$ cat config.mk
export PLATFORM = sky130hd
export DESIGN_NAME = a1_ptr_step
export DESIGN_NICKNAME = d
export VERILOG_FILES = /design/src/rtl/a1_ptr_step.sv
export SDC_FILE = /design/constraint.sdc
export NUM_CORES = 1
export LEC_CHECK = 0
export ABC_AREA = 1
export BUFFER_PORTS_ARGS = -buffer_cell sky130_fd_sc_hd__buf_4
export CORE_MARGIN = 2
export CORE_UTILIZATION = 50
export CTS_CLUSTER_SIZE = 8
export DETAILED_ROUTE_END_ITERATION = 10
export GPL_ROUTABILITY_DRIVEN = 0
export GPL_TIMING_DRIVEN = 0
export PLACE_DENSITY = 0.75
export SYNTH_ARGS = -nofsm -noshare
export SYNTH_HDL_FRONTEND = slang
export SYNTH_SLANG_ARGS = --single-unit
export TNS_END_PERCENT = 100
$ cat constraint.sdc
create_clock -name sys_clk -period 3.6 [get_ports sys_clk]
set_input_delay 0.72 -clock sys_clk [delete_from_list [all_inputs] [get_ports sys_clk]]
set_output_delay 0.72 -clock sys_clk [all_outputs]
set_load 0.05 [all_outputs]
$ cat src/rtl/a1_ptr_step.sv
// A1 pixel pointer (16.16 per axis) with a two-phase fraction/integer step adder.
// Latency: step_req -> step_done is 3 cycles; register writes are visible 1 edge later.
// Backpressure: step_req is ignored while busy; define A1_CLIP_EN to build the window clip flag.
module a1_ptr_step (
  input  logic        sys_clk,
  input  logic        reset,
  input  logic        step_req,
  input  logic [15:0] adda_x,
  input  logic [15:0] adda_y,
  input  logic [15:0] addf_x,
  input  logic [15:0] addf_y,
  input  logic        suba_x,
  input  logic        suba_y,
  input  logic [3:0]  ld_sel,
  input  logic [15:0] ld_data,
  input  logic [14:0] win_w,
  input  logic [14:0] win_h,
  output logic [15:0] a1_x,
  output logic [15:0] a1_y,
  output logic [15:0] a1_fx,
  output logic [15:0] a1_fy,
  output logic        step_busy,
  output logic        step_done,
  output logic        a1_clip
);

  typedef enum logic [1:0] {
    S_IDLE = 2'd0,
    S_FRAC = 2'd1,
    S_INT  = 2'd2
  } state_t;

  state_t state_q, state_d;

  // Captured operands; the requester need not hold its inputs past the accept edge.
  logic [15:0] op_ax_q, op_ay_q, op_fx_q, op_fy_q;
  logic        op_sx_q, op_sy_q;
  logic        capture;

  // Fraction carry-out per axis; in subtract mode a 1 means "no borrow".
  logic        cy_x_q, cy_y_q, cy_x_d, cy_y_d;

  logic [15:0] x_q, y_q, fx_q, fy_q;
  logic [15:0] x_d, y_d, fx_d, fy_d;
  logic        done_q, done_d;

  // Subtraction is done as add of the inverted operand; the +1 enters on the fraction
  // only, and the integer half picks it up through the carry.
  logic [16:0] fsum_x, fsum_y;
  logic [15:0] isum_x, isum_y;

  assign fsum_x = {1'b0, fx_q} + {1'b0, (op_sx_q ? ~op_fx_q : op_fx_q)} + 17'(op_sx_q);
  assign fsum_y = {1'b0, fy_q} + {1'b0, (op_sy_q ? ~op_fy_q : op_fy_q)} + 17'(op_sy_q);
  assign isum_x = x_q + (op_sx_q ? ~op_ax_q : op_ax_q) + {15'd0, cy_x_q};
  assign isum_y = y_q + (op_sy_q ? ~op_ay_q : op_ay_q) + {15'd0, cy_y_q};

  // Next-state and datapath update; register writes are applied last so they win.
  always_comb begin
    state_d = state_q;
    capture = 1'b0;
    done_d  = 1'b0;
    cy_x_d  = cy_x_q;
    cy_y_d  = cy_y_q;
    x_d     = x_q;
    y_d     = y_q;
    fx_d    = fx_q;
    fy_d    = fy_q;

    case (state_q)
      S_IDLE: begin
        if (step_req) begin
          capture = 1'b1;
          state_d = S_FRAC;
        end
      end
      S_FRAC: begin
        fx_d    = fsum_x[15:0];
        fy_d    = fsum_y[15:0];
        cy_x_d  = fsum_x[16];
        cy_y_d  = fsum_y[16];
        state_d = S_INT;
      end
      S_INT: begin
        x_d     = isum_x;
        y_d     = isum_y;
        done_d  = 1'b1;
        state_d = S_IDLE;
      end
      default: state_d = S_IDLE;
    endcase

    if (ld_sel[0]) x_d  = ld_data;
    if (ld_sel[1]) y_d  = ld_data;
    if (ld_sel[2]) fx_d = ld_data;
    if (ld_sel[3]) fy_d = ld_data;
  end

  // State, pointer, carry and done registers.
  always_ff @(posedge sys_clk) begin
    if (reset) begin
      state_q <= S_IDLE;
      x_q     <= 16'd0;
      y_q     <= 16'd0;
      fx_q    <= 16'd0;
      fy_q    <= 16'd0;
      cy_x_q  <= 1'b0;
      cy_y_q  <= 1'b0;
      done_q  <= 1'b0;
    end else begin
      state_q <= state_d;
      x_q     <= x_d;
      y_q     <= y_d;
      fx_q    <= fx_d;
      fy_q    <= fy_d;
      cy_x_q  <= cy_x_d;
      cy_y_q  <= cy_y_d;
      done_q  <= done_d;
    end
  end

  // Operand capture on the accept edge.
  always_ff @(posedge sys_clk) begin
    if (reset) begin
      op_ax_q <= 16'd0;
      op_ay_q <= 16'd0;
      op_fx_q <= 16'd0;
      op_fy_q <= 16'd0;
      op_sx_q <= 1'b0;
      op_sy_q <= 1'b0;
    end else if (capture) begin
      op_ax_q <= adda_x;
      op_ay_q <= adda_y;
      op_fx_q <= addf_x;
      op_fy_q <= addf_y;
      op_sx_q <= suba_x;
      op_sy_q <= suba_y;
    end
  end

  assign a1_x      = x_q;
  assign a1_y      = y_q;
  assign a1_fx     = fx_q;
  assign a1_fy     = fy_q;
  assign step_busy = (state_q != S_IDLE);
  assign step_done = done_q;

`ifdef A1_CLIP_EN
  logic clip_q, clip_d;

  // Negative coordinates, or at/after the window edge, are outside.
  assign clip_d = x_q[15] | y_q[15] | (x_q[14:0] >= win_w) | (y_q[14:0] >= win_h);

  // Clip flag is registered, so it trails the pointer by one cycle.
  always_ff @(posedge sys_clk) begin
    if (reset) clip_q <= 1'b0;
    else       clip_q <= clip_d;
  end

  assign a1_clip = clip_q;
`else
  logic unused_win;
  assign unused_win = ^{win_w, win_h};
  assign a1_clip    = 1'b0;
`endif

endmodule
Word-level counts from Yosys, hierarchy flattened
Cells that the tools add are included.

Register bits after elaboration: 135. Input bits: 119. Output and inout bits: 67. Logic and storage cells: 52.

$add $sub $neg: 8. Reduce and logical (&&, ||, !) cells: 6. Bitwise logic cells: 4. Mux-type cells: 17. Equal/unequal tests: 3.

Operators by type and width (count): 16-bit two-way mux (12); 16-bit inverter (4); 16-bit by 16-bit adder with 17-bit output (2); 17-bit by 1-bit adder with 17-bit output (2); 16-bit by 1-bit adder with 16-bit output (2); 16-bit adder (2); 2-bit nonzero test (5); 2-bit one-hot mux with 2 select lines (1); 1-bit two-way mux (3); 2-bit by 1-bit equality test with 1-bit output, second input constant (1); 2-bit equality test, second input constant (1); 2-bit zero test (1); 2-bit two-way mux (1); 2-bit != test, second input constant (1).

Depth between registers and ports, before layout
Depth after elaboration: 6. Gate-level depth with buffers: 15. Mapped depth without buffers: 14.

Worst setup path after synthesis
No wires, ideal clock.

Path type: register to register. Start: register y_q[0] (netlist: a1_y[0]). End: register y_q[14] (netlist: a1_y[14]). Data required time: 3.468 ns. Setup time: 0.132 ns. Path buffers: 0. Arrival time: 2.080 ns. Setup slack: 1.388 ns. Cell stages (with the launch flop): 14. Period minus slack after synthesis: 2.212 ns. Cells stage by stage: dfxtp_1 > inv_1 > fa_1 > inv_1 > fa_1 > nand3_1 > nand2_1 > nand3_1 > nand2_1 > nand2_1 > nand2_1 > nand2_1 > nand3_1 > a21oi_1.

Word-level cells in the longest chain between the ends: 4.

Ends and longest elaborated chain: start, declared (RTL line 43) `logic [15:0] x_q, y_q, fx_q, fy_q;`; start signal, assigned (RTL line 112) `y_q <= y_d;`; 16-bit adder (RTL line 55) `assign isum_y = y_q + (op_sy_q ? ~op_ay_q : op_ay_q) + {15'd0, cy_y_q};`; 16-bit by 1-bit adder with 16-bit output (RTL line 55); 16-bit two-way mux (RTL line 69) `case (state_q)`; 16-bit two-way mux (RTL line 93) `if (ld_sel[1]) y_d = ld_data;`.

Every way passes these cells. The select of a mux whose other input is x is not followed. A chain may end at the register's enable or synchronous reset.

Final worst setup path
Start: register op_sx_q. End: register x_q[8] (netlist: a1_x[8]).

Word-level cells in the longest chain between the ends: 5.

Ends and longest elaborated chain: start, declared (RTL line 37) `logic op_sx_q, op_sy_q;`; start signal, assigned (RTL line 135) `op_sx_q <= suba_x;`; 16-bit two-way mux (RTL line 54) `assign isum_x = x_q + (op_sx_q ? ~op_ax_q : op_ax_q) + {15'd0, cy_x_q};`; 16-bit adder (RTL line 54); 16-bit by 1-bit adder with 16-bit output (RTL line 54); 16-bit two-way mux (RTL line 69); 16-bit two-way mux (RTL line 92) `if (ld_sel[0]) x_d = ld_data;`; end signal, assigned (RTL line 102) `x_q <= 16'd0;`; end signal, assigned (RTL line 111) `x_q <= x_d;`; end, declared (RTL line 43).

Every way passes these cells. The select of a mux whose other input is x is not followed.

==> impl_metrics.json <==
{
  "status": "complete, no violations",
  "drv_cap": 0,
  "synth-main-ff-cell": "dfxtp_1",
  "hold_path.class": "reg2reg",
  "grt-ovfl-total": 0,
  "dieArea_sq_um": 19300,
  "synth_top_area_share_pct": 29.7,
  "insertion_delay_ps": 430,
  "crit_start": "op_sx_q$_SDFFE_PP0P_",
  "crit_path_start_kind": "flip-flop",
  "grt_pass1_vias": 8594,
  "synth_fp_nets": 1559,
  "power.share.combinational_pct": 32.0,
  "worst-r2r-cell-count": 15,
  "p_int_w": 0.00311,
  "viasPerCell": 5.29,
  "netlist_instances": 1376,
  "start_util_pct": 50.8,
  "core_sq_um": 17900,
  "cts_num_sinks": 135,
  "nets": 1727,
  "required_ps": 3880,
  "fin_crit_ps": 2540,
  "max_freq_mhz": 393,
  "drc": 0,
  "cts_max_path_buffers": 2,
  "ys_warn_count": 0,
  "wire_per_inst_microns": 15.6,
  "finalCritPeriodShare_pct": 70.6,
  "finalWorstSetupSlack_ps": 1060,
  "die_h_microns": 139,
  "final-setup-viol-count": 0,
  "ys_ff_latch": 135,
  "post-place-ws_ps": 1070,
  "switching_power_w": 0.00180,
  "grt_pass1_wl_microns": 43300,
  "post-cts-setup-buffers": 0,
  "detailed_place_hpwl_microns": 21200,
  "cts_tree": "yes",
  "ys_top_cells_by_area": "dfxtp_1 (30%), nand2_1 (13%), ha_1 (8.0%)",
  "synth-edff-count": 0,
  "cts_resized": 0,
  "synth_area_sq_um": 9090,
  "first_pass_iters": 6,
  "p_leak_nw": 5.72,
  "synth_cell_types": 38,
  "clockRootBuffer": "clkbuf_16",
  "grt_max_degree": 17,
  "crit_end": "a1_x[8]$_SDFFE_PP0P_",
  "die_w_microns": 139,
  "area_growth_syn_to_layout_pct": 21.4,
  "synthMostInstantiatedCell": "nand2_1",
  "rr_endpoint": "a1_x[8]$_SDFFE_PP0P_",
  "seqPwrFrac_pct": 34.8,
  "totalWireLength_microns": 27800,
  "htreeDepth": 4,
  "worst-setup-path-type": "reg2reg",
  "fin_tns_setup_ps": 0,
  "antenna_found_initial": 1,
  "avgSynthCellArea_sq_um": 6.61,
  "ir_worst_vdd_v": 0.000396,
  "post-route-util_pct": 61.7,
  "relSlewSlack_pct": 53.7,
  "worst_pin_slew_ps": 694,
  "critPathCaptureType": "flip-flop",
  "synth-seq-area-share_pct": 29.7,
  "cts.clk_slew.worst_paths_ps": 60,
  "rsz0062_at_grt": "no",
  "synth_area_leader_cell": "dfxtp_1",
  "rows": 49,
  "hold_viol_final": 0,
  "ioPinCount": 186,
  "power_density_nw_per_um2": 445,
  "pwr-share-clk_pct": 33.3,
  "r2r_start": "op_sx_q$_SDFFE_PP0P_",
  "fin_skew_ps": 8.28,
  "port_buffers": 149,
  "slew_viol_final": 0,
  "route.vias.total": 9455,
  "layout-drive-gt1-share_pct": 14.8,
  "postSynth.asyncResetShare_pct": 0,
  "cts_buffers": 17,
  "synthTopCellsByCount": "nand2_1 (317), nor2_1 (179), inv_1 (154)",
  "ff2ff_setup_slack_ps": 1060,
  "worstPathArrival_ps": 2830,
  "grtUsageTotal_pct": 28.3,
  "ant_nets": 0,
  "drtIter0Drc": 734,
  "critPathMaxFanout": 10,
  "ctsHoldBuffers": 0,
  "switching_share_pct": 36.6
}
## cell families after synthesis
family / synth area share [%]
AND/OR/NAND/NOR: 27.5
AO/OA/AOI/OAI: 15.5
buffers and inverters: 9.45
flip-flops: 29.7
XOR/XNOR: 8.48
adder cells (fa/ha/maj): 9.30
other: 0.0412
## cell usage in the layout (no fill, tap or decap), drive strengths merged
cell,count
a211oi,1
a21o,3
a21oi,107
a2bb2oi,1
a31oi,19
and2,2
and3,1
buf,179
bufinv,1
clkbuf,40
clkinv,11
clkinvlp,2
conb,1
dfxtp,135
diode,2
fa,6
ha,58
inv,159
nand2,321
nand3,74
nand3b,7
nand4,6
nor2,188
nor3,9
o211ai,2
o21a,2
o21ai,130
o21bai,3
o311ai,1
xnor2,11
xor2,77
## sequential cells by signal (all words and copies together), names as in the netlist
signal / count
a1_fx: 16
a1_fy: 16
a1_x: 16
a1_y: 16
op_ax_q: 16
op_ay_q: 16
op_fx_q: 16
op_fy_q: 16
state_q: 2
cy_x_q: 1
cy_y_q: 1
op_sx_q: 1
op_sy_q: 1
step_done: 1
## power groups by stage
stage | Clock (W) | Combinational (W) | Sequential, W
CTS | 0.00164 | 0.00155 | 0.00171
detailed placement | 0 | 0.00154 | 0.00174
global placement | 0 | 0.00152 | 0.00174
floorplan | 0 | 0.000973 | 0.00188
finish | 0.00164 | 0.00157 | 0.00171
global route | 0.00170 | 0.00173 | 0.00172
## through the flow
step | instance area, sq um | hold WS [ps] | total power, W | cells
after global placement | 10500 | 451 | 0.00325 | 1754
final | 11000 | 476 | 0.00492 | 1788
after CTS | 11000 | 475 | 0.00490 | 1786
after floorplan | 9090 | 445 | 0.00285 | 1376
after detailed placement | 10500 | 466 | 0.00328 | 1754
after global routing | 11000 | 510 | 0.00516 | 1786
## layer usage
metal	GRT usage [%]	up-vias	routed length [microns]
met5	0	-	0
met4	12.2	0	912
met3	6.08	58	2060
met2	46.2	353	12800
met1	36.4	4264	12000
li1	-	4780	-
## worst max-delay path, stage by stage, from the launching register on
cell	delay [ps]
dfxtp_1	310
buf_4	140
buf_2	330
xnor2_1	140
fa_1	370
inv_1	120
fa_1	220
nand3_1	70
nand2_1	120
nand3_1	80
nand2_1	160
nand2_1	90
nand2_1	60
nand2_1	50
nand3_1	70
a21oi_1	60
## worst min path at each step
stage,from,depth (start not counted),endpoint,slack [ps]
2_1_floorplan,cy_y_q$_SDFFE_PP0P_,2,cy_y_q$_SDFFE_PP0P_,440
3_3_place_gp,cy_y_q$_SDFFE_PP0P_,2,cy_y_q$_SDFFE_PP0P_,450
3_5_place_dp,cy_y_q$_SDFFE_PP0P_,2,cy_y_q$_SDFFE_PP0P_,470
4_1_cts,cy_y_q$_SDFFE_PP0P_,2,cy_y_q$_SDFFE_PP0P_,480
5_1_grt,cy_y_q$_SDFFE_PP0P_,2,cy_y_q$_SDFFE_PP0P_,510
6_report,cy_y_q$_SDFFE_PP0P_,2,cy_y_q$_SDFFE_PP0P_,480
## cell type report
type | instances | area [sq um]
tap | 229 | 287
multi-input combinational | 1030 | 5530
clock buffer | 18 | 429
fill | 1711 | 6860
timing repair buffer | 149 | 1120
inverter | 159 | 599
buffer | 52 | 260
sequential | 135 | 2700
clock inverter | 14 | 111
antenna | 2 | 5.00
(Power assumes the default switching activity.)
